### src/rtl/spm_arb_pkg.sv
// Shared types and constants for the scratchpad arbiter.
package spm_arb_pkg;

    localparam int unsigned SPM_WORDS = 8192;
    localparam int unsigned SPM_BYTES = 32768;
    localparam int unsigned SPM_LAT   = 5;
    localparam int unsigned ADDR_WID  = 13;

    typedef enum logic [2:0] {
        ARB,
        SPM_ACC,
        EXT_RD,
        EXT_WR,
        RESP
    } state_t;

    typedef enum logic {
        OP_RD,
        OP_WR
    } op_t;

    // True when a byte address falls inside the scratchpad window.
    function automatic logic in_window(input logic [63:0] addr, input logic [63:0] base);
        return (addr >= base) && ((addr - base) < 64'(SPM_BYTES));
    endfunction

endpackage

### src/rtl/rr_arb2.sv
// Two-way round-robin grant selection with its own pointer register.
module rr_arb2 (
    input  logic       clk,
    input  logic       reset,
    input  logic [1:0] req,
    input  logic       advance,
    input  logic       served,
    output logic       gnt_valid,
    output logic       gnt_id
);

    logic ptr;

    // Pointer breaks ties; a lone requester wins regardless of the pointer.
    always_comb begin
        gnt_valid = |req;
        gnt_id    = 1'b0;
        if (req[0] && req[1]) begin
            gnt_id = ptr;
        end else if (req[1]) begin
            gnt_id = 1'b1;
        end
    end

    // Pointer moves to the requester after the one just served.
    always_ff @(posedge clk) begin
        if (!reset) begin
            ptr <= 1'b0;
        end else if (advance) begin
            ptr <= ~served;
        end
    end

endmodule

### src/rtl/spm_arbiter.sv
// Arbitrates kernel requesters onto a scratchpad window or an external port.
module spm_arbiter
    import spm_arb_pkg::*;
#(
    parameter int unsigned NUM_REQ  = 2,
    parameter int unsigned SPM_LAT  = spm_arb_pkg::SPM_LAT,
    parameter int unsigned ADDR_WID = spm_arb_pkg::ADDR_WID
) (
    input  logic                  clk,
    input  logic                  reset,
    input  logic [63:0]           spm_base,
    input  logic [63:0]           read_size_input,
    input  logic [NUM_REQ-1:0]    k_read_enable,
    input  logic [NUM_REQ-1:0]    k_write_enable,
    input  logic [64*NUM_REQ-1:0] k_read_addr,
    input  logic [64*NUM_REQ-1:0] k_write_addr,
    input  logic [32*NUM_REQ-1:0] k_write_data,
    input  logic [NUM_REQ-1:0]    k_done,
    output logic [NUM_REQ-1:0]    k_read_ready,
    output logic [NUM_REQ-1:0]    k_write_ready,
    output logic [32*NUM_REQ-1:0] k_read_data,
    output logic                  spm_ce,
    output logic                  spm_we,
    output logic [ADDR_WID-1:0]   spm_addr,
    output logic [31:0]           spm_d,
    input  logic [31:0]           spm_q,
    output logic                  read_enable,
    output logic                  write_enable,
    output logic [63:0]           read_addr,
    output logic [63:0]           write_addr,
    output logic [31:0]           write_data,
    output logic [63:0]           read_size_output,
    output logic [63:0]           write_size,
    input  logic [63:0]           read_ready,
    input  logic [63:0]           write_ready,
    output logic                  done
);

    localparam int unsigned LAT_W = $clog2(SPM_LAT + 1);

    state_t             state;
    logic [LAT_W-1:0]   cnt;
    op_t                op;
    logic               id;
    logic               mask_valid;
    logic               mask_id;
    logic [NUM_REQ-1:0] seen;
    logic [NUM_REQ-1:0] eligible;
    logic               gnt_valid;
    logic               gnt_id;
    logic               sel_rd;
    logic [63:0]        sel_addr;
    logic [63:0]        sel_off;
    logic [31:0]        sel_data;
    logic               sel_hit;

    // Requesters with a pending op, minus the one served in the last RESP.
    always_comb begin
        eligible = '0;
        for (int unsigned i = 0; i < NUM_REQ; i++) begin
            eligible[i] = (k_read_enable[i] | k_write_enable[i]) && (state == ARB)
                          && !(mask_valid && (mask_id == 1'(i)));
        end
    end

    rr_arb2 u_rr (
        .clk       (clk),
        .reset     (reset),
        .req       (eligible),
        .advance   (state == RESP),
        .served    (id),
        .gnt_valid (gnt_valid),
        .gnt_id    (gnt_id)
    );

    // Op, address and data of the granted requester; read wins over write.
    always_comb begin
        sel_rd   = 1'b0;
        sel_addr = '0;
        sel_data = '0;
        for (int unsigned i = 0; i < NUM_REQ; i++) begin
            if (gnt_id == 1'(i)) begin
                sel_rd   = k_read_enable[i];
                sel_addr = k_read_enable[i] ? k_read_addr[64*i +: 64] : k_write_addr[64*i +: 64];
                sel_data = k_write_data[32*i +: 32];
            end
        end
        sel_off = sel_addr - spm_base;
        sel_hit = in_window(sel_addr, spm_base);
    end

    // Transaction FSM; every output is a register loaded on the state change.
    always_ff @(posedge clk) begin
        if (!reset) begin
            state            <= ARB;
            cnt              <= '0;
            op               <= OP_RD;
            id               <= 1'b0;
            mask_valid       <= 1'b0;
            mask_id          <= 1'b0;
            spm_ce           <= 1'b0;
            spm_we           <= 1'b0;
            spm_addr         <= '0;
            spm_d            <= '0;
            read_enable      <= 1'b0;
            write_enable     <= 1'b0;
            read_addr        <= '0;
            write_addr       <= '0;
            write_data       <= '0;
            read_size_output <= '0;
            write_size       <= '0;
            k_read_ready     <= '0;
            k_write_ready    <= '0;
            k_read_data      <= '0;
        end else begin
            k_read_ready  <= '0;
            k_write_ready <= '0;
            case (state)
                ARB: begin
                    mask_valid <= 1'b0;
                    if (gnt_valid) begin
                        op <= sel_rd ? OP_RD : OP_WR;
                        id <= gnt_id;
                        if (sel_hit) begin
                            state    <= SPM_ACC;
                            cnt      <= '0;
                            spm_ce   <= 1'b1;
                            spm_we   <= ~sel_rd;
                            spm_addr <= ADDR_WID'(sel_off >> 2);
                            spm_d    <= sel_rd ? '0 : sel_data;
                        end else if (sel_rd) begin
                            state            <= EXT_RD;
                            read_enable      <= 1'b1;
                            read_addr        <= sel_addr;
                            read_size_output <= read_size_input;
                        end else begin
                            state        <= EXT_WR;
                            write_enable <= 1'b1;
                            write_addr   <= sel_addr;
                            write_data   <= sel_data;
                            write_size   <= read_size_input;
                        end
                    end
                end
                SPM_ACC: begin
                    if (cnt == LAT_W'(SPM_LAT - 1)) begin
                        spm_ce <= 1'b0;
                        spm_we <= 1'b0;
                        state  <= RESP;
                        if (op == OP_RD) begin
                            k_read_ready[id]              <= 1'b1;
                            k_read_data[32*int'(id) +: 32] <= spm_q;
                        end else begin
                            k_write_ready[id] <= 1'b1;
                        end
                    end else begin
                        cnt <= cnt + 1'b1;
                    end
                end
                // External read data returns on the shared spm_q bus.
                EXT_RD: begin
                    if (read_ready == 64'd1) begin
                        read_enable                    <= 1'b0;
                        k_read_ready[id]               <= 1'b1;
                        k_read_data[32*int'(id) +: 32] <= spm_q;
                        state                          <= RESP;
                    end
                end
                EXT_WR: begin
                    if (write_ready == 64'd1) begin
                        write_enable      <= 1'b0;
                        k_write_ready[id] <= 1'b1;
                        state             <= RESP;
                    end
                end
                RESP: begin
                    mask_valid <= 1'b1;
                    mask_id    <= id;
                    state      <= ARB;
                end
                default: state <= ARB;
            endcase
        end
    end

    // Sticky completion once each k_done bit has been seen high at least once.
    always_ff @(posedge clk) begin
        if (!reset) begin
            seen <= '0;
            done <= 1'b0;
        end else begin
            seen <= seen | k_done;
            done <= &(seen | k_done);
        end
    end

endmodule

### config.mk
export PLATFORM = sky130hd
export DESIGN_NAME = spm_arbiter
export DESIGN_NICKNAME = d
export VERILOG_FILES = /design/src/rtl/spm_arb_pkg.sv /design/src/rtl/rr_arb2.sv /design/src/rtl/spm_arbiter.sv
export SDC_FILE = /design/constraint.sdc
export NUM_CORES = 1
export LEC_CHECK = 0
export BUFFER_PORTS_ARGS = -buffer_cell sky130_fd_sc_hd__buf_2
export CORE_AREA = 2 2 398 400
export DETAILED_ROUTE_END_ITERATION = 6
export DIE_AREA = 0 0 400 402
export PLACE_DENSITY = 0.42
export SLEW_MARGIN = 15
export SYNTH_ARGS = -nofsm -noshare
export SYNTH_HDL_FRONTEND = slang
export SYNTH_SLANG_ARGS = --single-unit
### constraint.sdc
create_clock -name clk -period 7.9 [get_ports clk]
set_clock_uncertainty 0.2 [all_clocks]
set_input_delay 0 -clock clk [delete_from_list [all_inputs] [get_ports clk]]
set_output_delay 0 -clock clk [all_outputs]
set_load 0.01 [all_outputs]
-- Word level (Yosys, flattened, before mapping)
Index checks and enable logic that the tools add are counted.
- output and inout bits: 406
- memory bits (writable): 0
- bits in read-only memories: 0
- register bits after elaboration: 419
- word-level logic and storage cells: 138
- latch bits: 0
- memories kept: 0
- add/sub/neg operators: 3
- $mul: 0
- reductions and logical operators: 29
- div/mod/pow operators: 0
- bitwise operators: 7
- magnitude comparators: 4
- mux-type cells: 53
- shift-type cells: 2
- equal/unequal tests: 17
- operators with widths (kind ; number):
    $mux 64 ; 6
    $eq 64x1->1 const B ; 2
    $pmux 64 s2 ; 1
    $bwmux 64 ; 1
    $ge 64x64->1 ; 1
    $lt 64x16->1 const B ; 1
    $mux 32 ; 2
    $shift 32x33->64 const A ; 1
    $shiftx 32x33->64 ; 1
    $sub 64x64->64 ; 1
    $neg 6->33 ; 1
    $reduce_and 4->1 ; 6
    $mux 3 ; 7
    $ne 2x2->1 const B ; 10
    $mux 1 ; 19
    $mux 2 ; 7
    $pmux 3 s4 ; 1
    $pmux 1 s2 ; 5
    $reduce_and 5->1 ; 2
    $reduce_bool 2->1 ; 5
    $logic_and 1x1->1 ; 9
    $pmux 2 s2 ; 2
    $eq 3x2->1 const B ; 2
    $eq 3x3->1 const B ; 2
    14 further kinds ; 20

-- Longest topological paths before layout
Gate-level depths: netlist of run 1.
- depth in word-level cells: 13
- depth in mapped cells: 26
- mapped depth without buffers: 21

-- Modules after synthesis
Synthesis of run 1 repeated with hierarchy kept, for this count alone.
- cell total of the unflattened synthesis: 2888
- area, all modules: 23448.7 um2
- by module, submodules not included (module ; seq. area each (um2) ; instances ; cells an instance ; area each (um2)):
    spm_arbiter ; 8368.0 ; 1 ; 2882 ; 23397.4
    rr_arb2 ; 20.0 ; 1 ; 6 ; 51.3

-- Worst setup path after synthesis of run 1
Ideal clock, no wire load.
- kind: register -> register
- from: register state[1]
- to: register read_size_output[54]
- arrival time: 5360 ps
- slack: 2212 ps
- setup time: 128 ps
- data required time: 7572 ps
- clock period less this slack: 5688 ps
- buffers on the path: 6
- stages on the path, launching flop included: 25
- cells stage by stage: dfxtp_1 or3_1 nor2_1 o21ai_0 clkbuf_1 clkbuf_1 clkbuf_1 a21oi_1 ha_1 clkbuf_1 nand4_1 or4_1 a21oi_1 o41ai_1 o211ai_1 mux2i_1 nand4_1 or4_1 a2111oi_2 nand4_2 o21ai_1 buf_4 buf_4 mux2i_1 nor2_1
- longest elaborated chain between the ends: 11
- elaborated cells between the ends (all ways): 17
- classes of those cells: add/sub (1); order compare (2); mux (4); bitwise (1); reduce/logical (9)
- ends and longest elaborated chain (element ; line ; RTL):
    start: declaration ; spm_arbiter.sv:41 ; state_t state;
    start signal: assignment ; spm_arbiter.sv:95 ; state <= ARB;
    start signal: assignment ; spm_arbiter.sv:125 ; state <= SPM_ACC;
    start signal: assignment ; spm_arbiter.sv:132 ; state <= EXT_RD;
    $logic_not 3->1 * ; spm_arbiter.sv:61 ; eligible[i] = (k_read_enable[i] | k_write_enable[i]) && (state == ARB)
    $logic_and 1x1->1 ; spm_arbiter.sv:61 ;
    $logic_and 1x1->1 ; spm_arbiter.sv:62 ; && !(mask_valid && (mask_id == 1'(i)));
    $mux 1 or $logic_and 1x1->1 (tied branches) ; rr_arb2.sv:20, rr_arb2.sv:18 ;
    $mux 1 * ; rr_arb2.sv:18 ; if (req[0] && req[1]) begin
    $mux 64 * ; spm_arbiter.sv:82 ; if (gnt_id == 1'(i)) begin
    net sel_addr[31] ; spm_arbiter.sv:52 ; logic [63:0] sel_addr;
    $sub 64x64->64 ; spm_arb_pkg.sv:24 ; return (addr >= base) && ((addr - base) < 64'(SPM_BYTES));
    $lt 64x16->1 ; spm_arb_pkg.sv:24 ;
    $logic_and 1x1->1 * ; spm_arb_pkg.sv:24 ;
    $not 1->1 (no line) * ; - ;
    $reduce_and 4->1 (no line) * ; - ;
    end signal: assignment ; spm_arbiter.sv:135 ; read_size_output <= read_size_input;
    end: declaration ; spm_arbiter.sv:32 ; output logic [63:0] read_size_output,
The timed path passes the listed nets; every way through them passes the cells marked *.
A chain may end at the register's enable or synchronous reset.

-- Final worst setup path of run 1
- from: register state[2]
- to: register write_addr[6]
- longest elaborated chain between the ends: 11
- elaborated cells between the ends (all ways): 18
- classes of those cells: add/sub (1); order compare (2); mux (4); bitwise (2); reduce/logical (9)
- ends and longest elaborated chain (element ; line ; RTL):
    $logic_not 3->1 * ; spm_arbiter.sv:61 ;
    $logic_and 1x1->1 ; spm_arbiter.sv:61 ;
    $logic_and 1x1->1 ; spm_arbiter.sv:62 ;
    $mux 1 or $logic_and 1x1->1 (tied branches) ; rr_arb2.sv:20, rr_arb2.sv:18 ;
    $mux 1 * ; rr_arb2.sv:18 ;
    $mux 64 * ; spm_arbiter.sv:82 ;
    net sel_addr[47] ; spm_arbiter.sv:52 ;
    $sub 64x64->64 ; spm_arb_pkg.sv:24 ;
    $lt 64x16->1 ; spm_arb_pkg.sv:24 ;
    $logic_and 1x1->1 * ; spm_arb_pkg.sv:24 ;
    $not 1->1 (no line) * ; - ;
    $reduce_and 4->1 (no line) * ; - ;
    end signal: assignment ; spm_arbiter.sv:139 ; write_addr <= sel_addr;
    end: declaration ; spm_arbiter.sv:30 ; output logic [63:0] write_addr,
Marks and branches as above.

==> flow_metrics.tcl, run 1 <==
set metrics [dict create \
    io_buffers 1021 \
    synth_nets 3399 \
    initialDrtViolationCount 1638 \
    min_period_ns 7.51 \
    hp-class "in2reg" \
    cts_root_buffer "clkbuf_16" \
    finalHoldViolCount 2 \
    wl_per_cell_um 20.4 \
    h-tree-depth 2 \
    critPathRequiredTime_ns 8.19 \
    finalSetupViolCount 0 \
    syn2layout_area_growth_pct 62.7 \
    grt_pass1_vias 25463 \
    core_area_sq_mm 0.157 \
    arrival_ns 7.80 \
    ir_drop_v 0.000169 \
    period_share_pct 95.1 \
    maxCapViolCount 0 \
    drc 0 \
    synth_edf_count 0 \
    gr-total-overflow 0 \
    numCtsBuffers 54 \
    final_cell_mix "1019 x buf_2, 459 x nor2_1, 454 x dlygate4sd3_1" \
    first_pass_iters 6 \
    drive_gt1_share_pct 29.1 \
    slew_headroom_pct 11.8 \
    crit_type "reg2reg" \
    finalNetCount 4822 \
    rsz0062_at_grt "false" \
    cts_max_path_buffers 3 \
    crit_fanout 30 \
    syn_area_sq_mm 0.0227 \
    critPathLaunchType "register" \
    antenna_found_initial 33 \
    grt_usage_pct 15.0 \
    critPathBufInv 5 \
    dpl_cell_area_sq_mm 0.0304 \
    max_freq_mhz 133 \
    die_area_sq_mm 0.161 \
    cp_cell_sequence "or3_1 -> nor2_1 -> o21ai_4 -> a211oi_1 -> dlygate4sd3_1 -> a21oi_1 -> dlygate4sd3_1 -> buf_4 -> ha_1 -> a21oi_1 -> o21a_1 -> o32ai_1 -> or4_1 -> nor4_1 -> nand4_1 -> nor4_1 -> nand4b_1 -> nor4_4 -> nand4_4 -> o21ai_4 -> buf_12 -> clkbuf_16 -> mux2i_1 -> nor2_1" \
    place_congestion 0.911 \
    outcome "finished, violations left" \
    insertion_delay_ns 0.65 \
    cp_slowest_cell "dlygate4sd3_1" \
    grt_pass1_wl_um 178000 \
    cts_tree "yes" \
    final_common_cell "buf_2" \
    cp-end-kind "register" \
    grt_max_degree 205 \
    yosysWarnings 0 \
    start_util_pct 14.5 \
    final_core_util_pct 23.6 \
    p_leak_uw 0.0177 \
    fin_area_sq_mm 0.0370 \
    dp_hpwl_um 101000 \
    critPathMaxStageDelay_ns 0.57 \
    row_count 146 \
    io_pins 1022 \
    tightest_slew_ns 1.32 \
    synth_cells 2717 \
    postSynthAreaPerCell_sq_um 8.37 \
    violations "hold timing" \
    vias_per_cell 4.14 \
    async_flop_share_pct 0 \
    ys_ff_latch 419 \
    report.final.slew_viol_count 0 \
    p_per_area_mw_per_mm2 310 \
    synthFlopType "dfxtp_1" \
    wirelength_um 128000 \
    ys_seq_area_share_pct 36.9 \
    clock_sinks 419 \
    antenna_left 0 \
    fp.dieH_um 402 \
    vias 25953 \
    fp.dieW_um 400 \
    yosysUniqueCellTypes 88 \
    clk_pin_slew_ns 0.06 \
    fin_hold_ws_ns -0.0197 \
    cp_top_family "simple AND/OR/NAND/NOR gates" \
]
-- metrics by stage --
step / worst slack [ns] / instances / setup TNS (ns) / power, uW
finish: 0.385 / 6269 / 0 / 11500
global route: 0.000968 / 6260 / 0 / 12200
CTS: 0.0475 / 6249 / 0 / 11600
detailed placement: 0.159 / 5697 / 0 / 8410
global placement: -0.0534 / 5697 / -1.17 / 8410
floorplan: 2.21 / 2717 / 0 / 6100
-- metal layers --
metal  global-route usage [%]  vias up  wire, um
li1                         -    12452         -
met1                     18.2    12373     53700
met2                     25.8      915     61200
met3                     3.85      189      8970
met4                     4.70       24      3960
met5                        0        -       162
-- state kept, by name, summed over array words and instances (netlist names), 2 cells and up --
signal / count
read_addr: 64
write_size: 64
spm_d: 32
state: 3
k_read_ready: 2
k_write_ready: 2
spm_addr: 13
write_data: 32
k_read_data: 64
cnt: 3
read_size_output: 64
seen: 2
write_addr: 64
-- power breakdown --
part           total (uW)  leakage [uW]  internal [uW]  switching, uW
clock                2690      0.000945           1620           1080
sequential           2870       0.00342           2610            252
combinational        5910        0.0133           2380           3530
total               11500        0.0177           6620           4850
-- synthesized netlist by cell type (38+ instances only) --
library cell	count	share of area (%)
dfxtp_1	419	37
nor2_1	461	7.6
inv_1	118	1.9
o21a_1	50	1.6
nor4_1	42	1.2
mux2i_1	403	18
a21oi_1	216	4.8
o21ai_0	68	1.5
nand4_1	38	1.0
a211oi_1	75	2.5
ha_1	66	3.6
clkbuf_1	114	1.9
nor2b_1	71	2.0
nand2_1	172	2.8
-- logic make-up (layout without fill, tap and decap cells) --
logic type / after synthesis / in the layout / synth area share, %
flops: 419 / 419 / 36.9
buf+inv: 297 / 1762 / 5.60
simple gates: 932 / 932 / 18.8
other cells: 0 / 15 / 0
compound gates: 564 / 564 / 16.0
fa+ha+maj: 66 / 66 / 3.63
mux: 405 / 405 / 17.8
xor+xnor: 34 / 34 / 1.31
-- worst register-to-register path, stage by stage (launching register included) --
cell           delay, ns
dfxtp_1             0.30
or3_1               0.48
nor2_1              0.22
o21ai_4             0.20
a211oi_1            0.26
dlygate4sd3_1       0.57
a21oi_1             0.04
dlygate4sd3_1       0.55
buf_4               0.16
ha_1                0.37
a21oi_1             0.25
o21a_1              0.27
o32ai_1             0.18
or4_1               0.45
nor4_1              0.37
nand4_1             0.18
nor4_1              0.30
nand4b_1            0.23
nor4_4              0.39
nand4_4             0.22
o21ai_4             0.28
buf_12              0.24
clkbuf_16           0.33
mux2i_1             0.22
nor2_1              0.06
-- cell type report --
cell class              instances  area [sq um]
flip-flops and latches        419          8390
repair buffers               1545         10400
fillers                     17352        120000
clock buffers                  71          1520
multi-input cells            2001         13200
inverters                     119           454
well taps                    2072          2590
clock inverters                27           420
diodes                         15          37.5
-- path summary, 6_finish.rpt --
check	cells after the start	startpoint	to	slack, ns
setup reg to reg	24	state[2]	write_addr[6]	0.39
setup / recovery	24	state[2]	write_addr[6]	0.39
hold reg to reg	2	k_read_data[61]	k_read_data[61]	0.25
hold / removal	5	k_read_addr[114]	read_addr[50]	-0.02
-- timing repair --
action	CTS	global route
endpoints found under the hold margin	404	0
setup endpoints to repair	0	337
gates resized for setup	0	14
hold buffers	454	0
buffers inserted	0	4
(Power assumes the default switching activity.)
==> run 2: changes to the inputs <==
ABC_AREA = 1   (was not set)
CORE_AREA = 2 2 401 403   (was 2 2 398 400)
DIE_AREA = 0 0 403 405   (was 0 0 400 402)
PLACE_DENSITY = 0.43   (was 0.42)
REMOVE_ABC_BUFFERS = 1   (was not set)
clock period = 8.4 ns   (was 7.9 ns; I/O delays follow)
==> flow_metrics.tcl, run 2 <==
set metrics [dict create \
    outcome "completed" \
    crit_type "reg2reg" \
    postSynthAreaPerCell_sq_um 6.13 \
    power_uw 11800 \
    post_cts_buffers 0 \
    fp.dieW_um 403 \
    wl_per_cell_um 19.7 \
    synth_cells 4001 \
    syn2layout_area_growth_pct 56.2 \
    fin_area_sq_mm 0.0383 \
    cts_max_path_buffers 3 \
    slew_headroom_pct 20.8 \
    critPathBufInv 7 \
    insertion_delay_ns 0.66 \
    rsz0062_at_grt "false" \
    synth_top_area_cell "dfxtp_1" \
    cp_common_cell "nand2_1" \
    cts_root_buffer "clkbuf_16" \
    ys_ff_latch 419 \
    core_area_sq_mm 0.159 \
    cp-end-kind "register" \
    synth_edf_count 0 \
    place_congestion 0.929 \
    io_pins 1022 \
    vias 31790 \
    post-place-cells 6948 \
    h-tree-depth 2 \
    worst_slack_ns 0.532 \
    max_freq_mhz 127 \
    clock_sinks 419 \
    dp_hpwl_um 113000 \
    final_common_cell "nand2_1" \
    fin_hold_ws_ns 0.0199 \
    period_share_pct 93.7 \
    synth_most_common_cell "nand2_1" \
    ys_seq_area_share_pct 34.2 \
    tightest_slew_ns 1.19 \
    first_pass_iters 7 \
    antenna_left 0 \
    gr-total-overflow 0 \
    crit_fanout 119 \
    synth_common_cells "1118 x nand2_1, 599 x nor2_1, 453 x inv_1, 419 x dfxtp_1, 305 x o21ai_0" \
    hp-class "in2reg" \
    cp_slowest_cell "o21ai_4" \
    netlist.area_leader.share_pct 34.2 \
    fin_cells 7521 \
    min_path_cells 7 \
    row_count 147 \
    fp.dieH_um 405 \
    initialDrtViolationCount 1955 \
    yosysUniqueCellTypes 48 \
    io_buffers 1021 \
    setup.worst_path.start "mask_valid" \
    ir_drop_v 0.000192 \
    arrival_ns 8.24 \
    p_per_area_mw_per_mm2 309 \
    report.final.slew_viol_count 0 \
    drive_gt1_share_pct 21.5 \
    place_ws_ns 1.22 \
    die_area_sq_mm 0.163 \
    drc 0 \
    synthTopCellsByArea "dfxtp_1 34%, nand2_1 17%, nor2_1 9.2%" \
    start_util_pct 15.4 \
    p_leak_uw 0.0193 \
    grt_max_degree 133 \
    final_cell_mix "1118 x nand2_1, 1018 x buf_2, 599 x nor2_1" \
    min_period_ns 7.87 \
    vias_per_cell 4.23 \
    cts_tree "yes" \
    critPathMaxStageDelay_ns 0.61 \
    synthFlopType "dfxtp_1" \
    r2r_cells 31 \
    worstHoldStart "k_write_addr[57]" \
    critPathLaunchType "register" \
    finalSetupViolCount 0 \
    finalHoldViolCount 0 \
    critPathRequiredTime_ns 8.77 \
    dpl_cell_area_sq_mm 0.0318 \
    numCtsBuffers 56 \
    grt_usage_pct 17.2 \
    cp_num_cells 31 \
    grt_pass1_wl_um 208000 \
    grt_pass1_vias 30630 \
    rr_startpoint "mask_valid" \
    async_flop_share_pct 0 \
    cp_top_family "simple AND/OR/NAND/NOR gates" \
    maxCapViolCount 0 \
    yosysWarnings 0 \
    syn_area_sq_mm 0.0245 \
    finalNetCount 6074 \
    clk_pin_slew_ns 0.06 \
    wirelength_um 148000 \
    antenna_found_initial 23 \
]
## run 2: worst reg2reg max path: cells and delay by family, from the launching register on
kind	cells	cell delay, ns
AOI/OAI and AO/OA	5	1.07
adders and majority gates	1	0.52
buffers and inverters	7	2.29
DFF	1	0.31
and+or+nand+nor	18	3.42
## run 2: logic make-up (layout without fill, tap and decap cells)
kind of cell             count (synthesis)  count (layout)  synth area share [%]
AO/OA/AOI/OAI                          653             653                  13.7
buffers and inverters                  662            2091                  10.8
flip-flops                             419             419                  34.2
adder cells (fa/ha/maj)                 66              66                  3.37
XOR/XNOR                                14              14                 0.500
other                                    0               5                     0
AND/OR/NAND/NOR                       2162            2162                  36.4
multiplexers                            25              25                  1.02
## run 2: worst paths after layout
path / slack (ns) / end
max: 0.53 / read_enable
max reg2reg: 0.53 / read_enable
min: 0.02 / write_addr[57]
min reg2reg: 0.24 / spm_addr[3]
## run 2: per-layer routing
layer  global-route usage [%]  up-vias  routed length (um)
met1                     21.3    14890               63400
li1                         -    15606                   -
met2                     29.7     1039               71200
met3                     2.78      237                7870
met4                     6.10       18                5390
met5                        0        -                 118
## run 2: stage by stage
step | utilization (%) | setup TNS (ns)
3_3_place_gp | 20.0 | 0
2_1_floorplan | - | -1036.23
3_5_place_dp | 20.0 | 0
6_report | 24.0 | 0
4_1_cts | 24.0 | 0
5_1_grt | 24.0 | 0
## run 2: what timing repair did
item,4_1_cts,5_1_grt
hold buffers,472,0
hold endpoints to repair,405,0
setup endpoints to repair,0,0
resized for setup,0,0
## run 2: final cells by class
type / instances / area, sq um
fill: 18202 / 121000
multi-input combinational: 2920 / 13500
timing repair buffer: 1528 / 10200
sequential: 419 / 8390
tap: 2086 / 2610
inverter: 467 / 1770
clock buffer: 78 / 1530
clock inverter: 18 / 219
antenna: 5 / 12.5
## run 2: where the power goes
group | switching (uW) | leakage [uW] | internal [uW]
Sequential | 282 | 0.00343 | 2570
Combinational | 4440 | 0.0151 | 2140
Clock | 1010 | 0.000858 | 1360
Total | 5740 | 0.0193 | 6080
==> run 3: changes to the inputs <==
==> constraint.sdc (replaced) <==
create_clock -name clk -period 8.4 [get_ports clk]
set_clock_uncertainty 0.2 [all_clocks]
set_input_delay 0.42 -clock clk [delete_from_list [all_inputs] [get_ports clk]]
set_output_delay 0.42 -clock clk [all_outputs]
set_load 0.01 [all_outputs]
==> flow_metrics.tcl, run 3 (synthesis gave the netlist of run 2 again) <==
set metrics [dict create \
    outcome "completed" \
    final_common_cell "nand2_1" \
    initialDrtViolationCount 2039 \
    syn2layout_area_growth_pct 42.4 \
    rr_endpoint "write_size[14]" \
    antenna_found_initial 30 \
    cp-end-kind "register" \
    vias 30281 \
    hp-class "in2reg" \
    report.final.slew_viol_count 0 \
    min_path_cells 5 \
    cts_root_buffer "clkbuf_16" \
    hold_end "read_addr[62]" \
    fin_tns_setup_ns 0 \
    grt_max_degree 133 \
    min_period_ns 7.25 \
    drive_gt1_share_pct 23.4 \
    clkPwrFrac_pct 21.8 \
    gr-total-overflow 0 \
    cp_common_cell "nand2_1" \
    ir_drop_v 0.000391 \
    p_int_uw 5910 \
    clk_pin_slew_ns 0.06 \
    p_per_area_mw_per_mm2 331 \
    final_core_util_pct 21.9 \
    place_ws_ns 0.850 \
    slew_headroom_pct 30.0 \
    worstHoldStart "k_read_addr[62]" \
    critPathRequiredTime_ns 8.77 \
    max_freq_mhz 138 \
    rr_startpoint "mask_id" \
    grt_usage_pct 16.7 \
    h-tree-depth 2 \
    first_pass_iters 5 \
    p_switching_uw 5640 \
    grt_pass1_wl_um 201000 \
    final_cell_mix "1117 x nand2_1, 1018 x buf_2, 599 x nor2_1" \
    crit_type "reg2reg" \
    row_count 147 \
    tightest_slew_ns 1.05 \
    post_cts_buffers 0 \
    wl_per_cell_um 20.2 \
    fp.dieW_um 403 \
    dp_hpwl_um 115000 \
    finalNetCount 5722 \
    clock_sinks 419 \
    switching_share_pct 48.9 \
    grt_pass1_vias 28975 \
    comb_power_share_pct 53.5 \
    worst_slack_ns 1.15 \
    io_pins 1022 \
    finalSetupViolCount 0 \
    seqPwrFrac_pct 24.7 \
    wirelength_um 145000 \
    arrival_ns 7.62 \
    finalHoldViolCount 0 \
    critPathLaunchType "register" \
    crit_fanout 66 \
    io_buffers 1021 \
    start_util_pct 15.4 \
    numCtsBuffers 56 \
    cts_tree "yes" \
    cts_hold_buffers 113 \
    p_leak_uw 0.0179 \
    drc 0 \
    cts_max_path_buffers 3 \
    period_share_pct 86.4 \
    core_area_sq_mm 0.159 \
    die_area_sq_mm 0.163 \
    critPathMaxStageDelay_ns 0.82 \
    cp_slowest_cell "o21ai_4" \
    insertion_delay_ns 0.65 \
    antenna_left 0 \
    r2r_cells 28 \
    rsz0062_at_grt "false" \
    cts_resized 0 \
    reg2reg_setup_slack_ns 1.15 \
    fp.dieH_um 405 \
    place_congestion 0.937 \
    vias_per_cell 4.22 \
    maxCapViolCount 0 \
]
==> run 3: power groups by stage <==
stage / Clock, uW / Combinational (uW) / Sequential [uW]
2_1_floorplan: 0 / 3120 / 3140
3_3_place_gp: 0 / 6190 / 2890
3_5_place_dp: 0 / 6180 / 2890
4_1_cts: 2600 / 6260 / 2860
5_1_grt: 2680 / 6830 / 2930
6_report: 2510 / 6180 / 2860
==> run 3: how the worst max path moves through the flow <==
stage | startpoint | to | cells after the start
finish | mask_id | write_size[14] | 28
global route | mask_id | write_size[17] | 26
floorplan | k_read_enable[0] | write_addr[0] | 21
global placement | k_read_enable[0] | write_addr[2] | 29
CTS | mask_id | read_size_output[57] | 29
detailed placement | k_read_enable[0] | write_size[14] | 29
==> run 3: cell type report <==
class	instances	area [sq um]
Inverter	467	1770
Tap cell	2086	2610
Sequential cell	419	8390
Clock inverter	20	298
Multi-Input combinational cell	2920	13500
Antenna cell	10	25.0
Fill cell	18401	124000
Timing Repair Buffer	1176	6670
Clock buffer	80	1610
==> run 3: worst max-delay path: cells and delay by family, from the launching register on <==
family,cells,cell delay (ns)
AO/OA/AOI/OAI,4,1.77
adder cells (fa/ha/maj),1,0.43
buffers and inverters,5,0.86
flip-flops,1,0.40
AND/OR/NAND/NOR,18,3.21
==> run 3: per-stage QoR <==
step	instances	instance area, sq um	power [uW]	hold slack (ns)
finish	7178	34900	11600	0.0596
global route	7174	34900	12400	0.0473
CTS	7168	34900	11700	0.00104
detailed placement	6955	31800	9060	0.236
global placement	6955	31800	9080	0.234
floorplan	3806	23600	6260	0.221
==> run 3: layer usage <==
layer | wire [um] | GRT usage [%]
met5 | 191 | 0
met4 | 5580 | 6.16
met3 | 9020 | 3.41
met2 | 70600 | 29.3
met1 | 59500 | 20.1
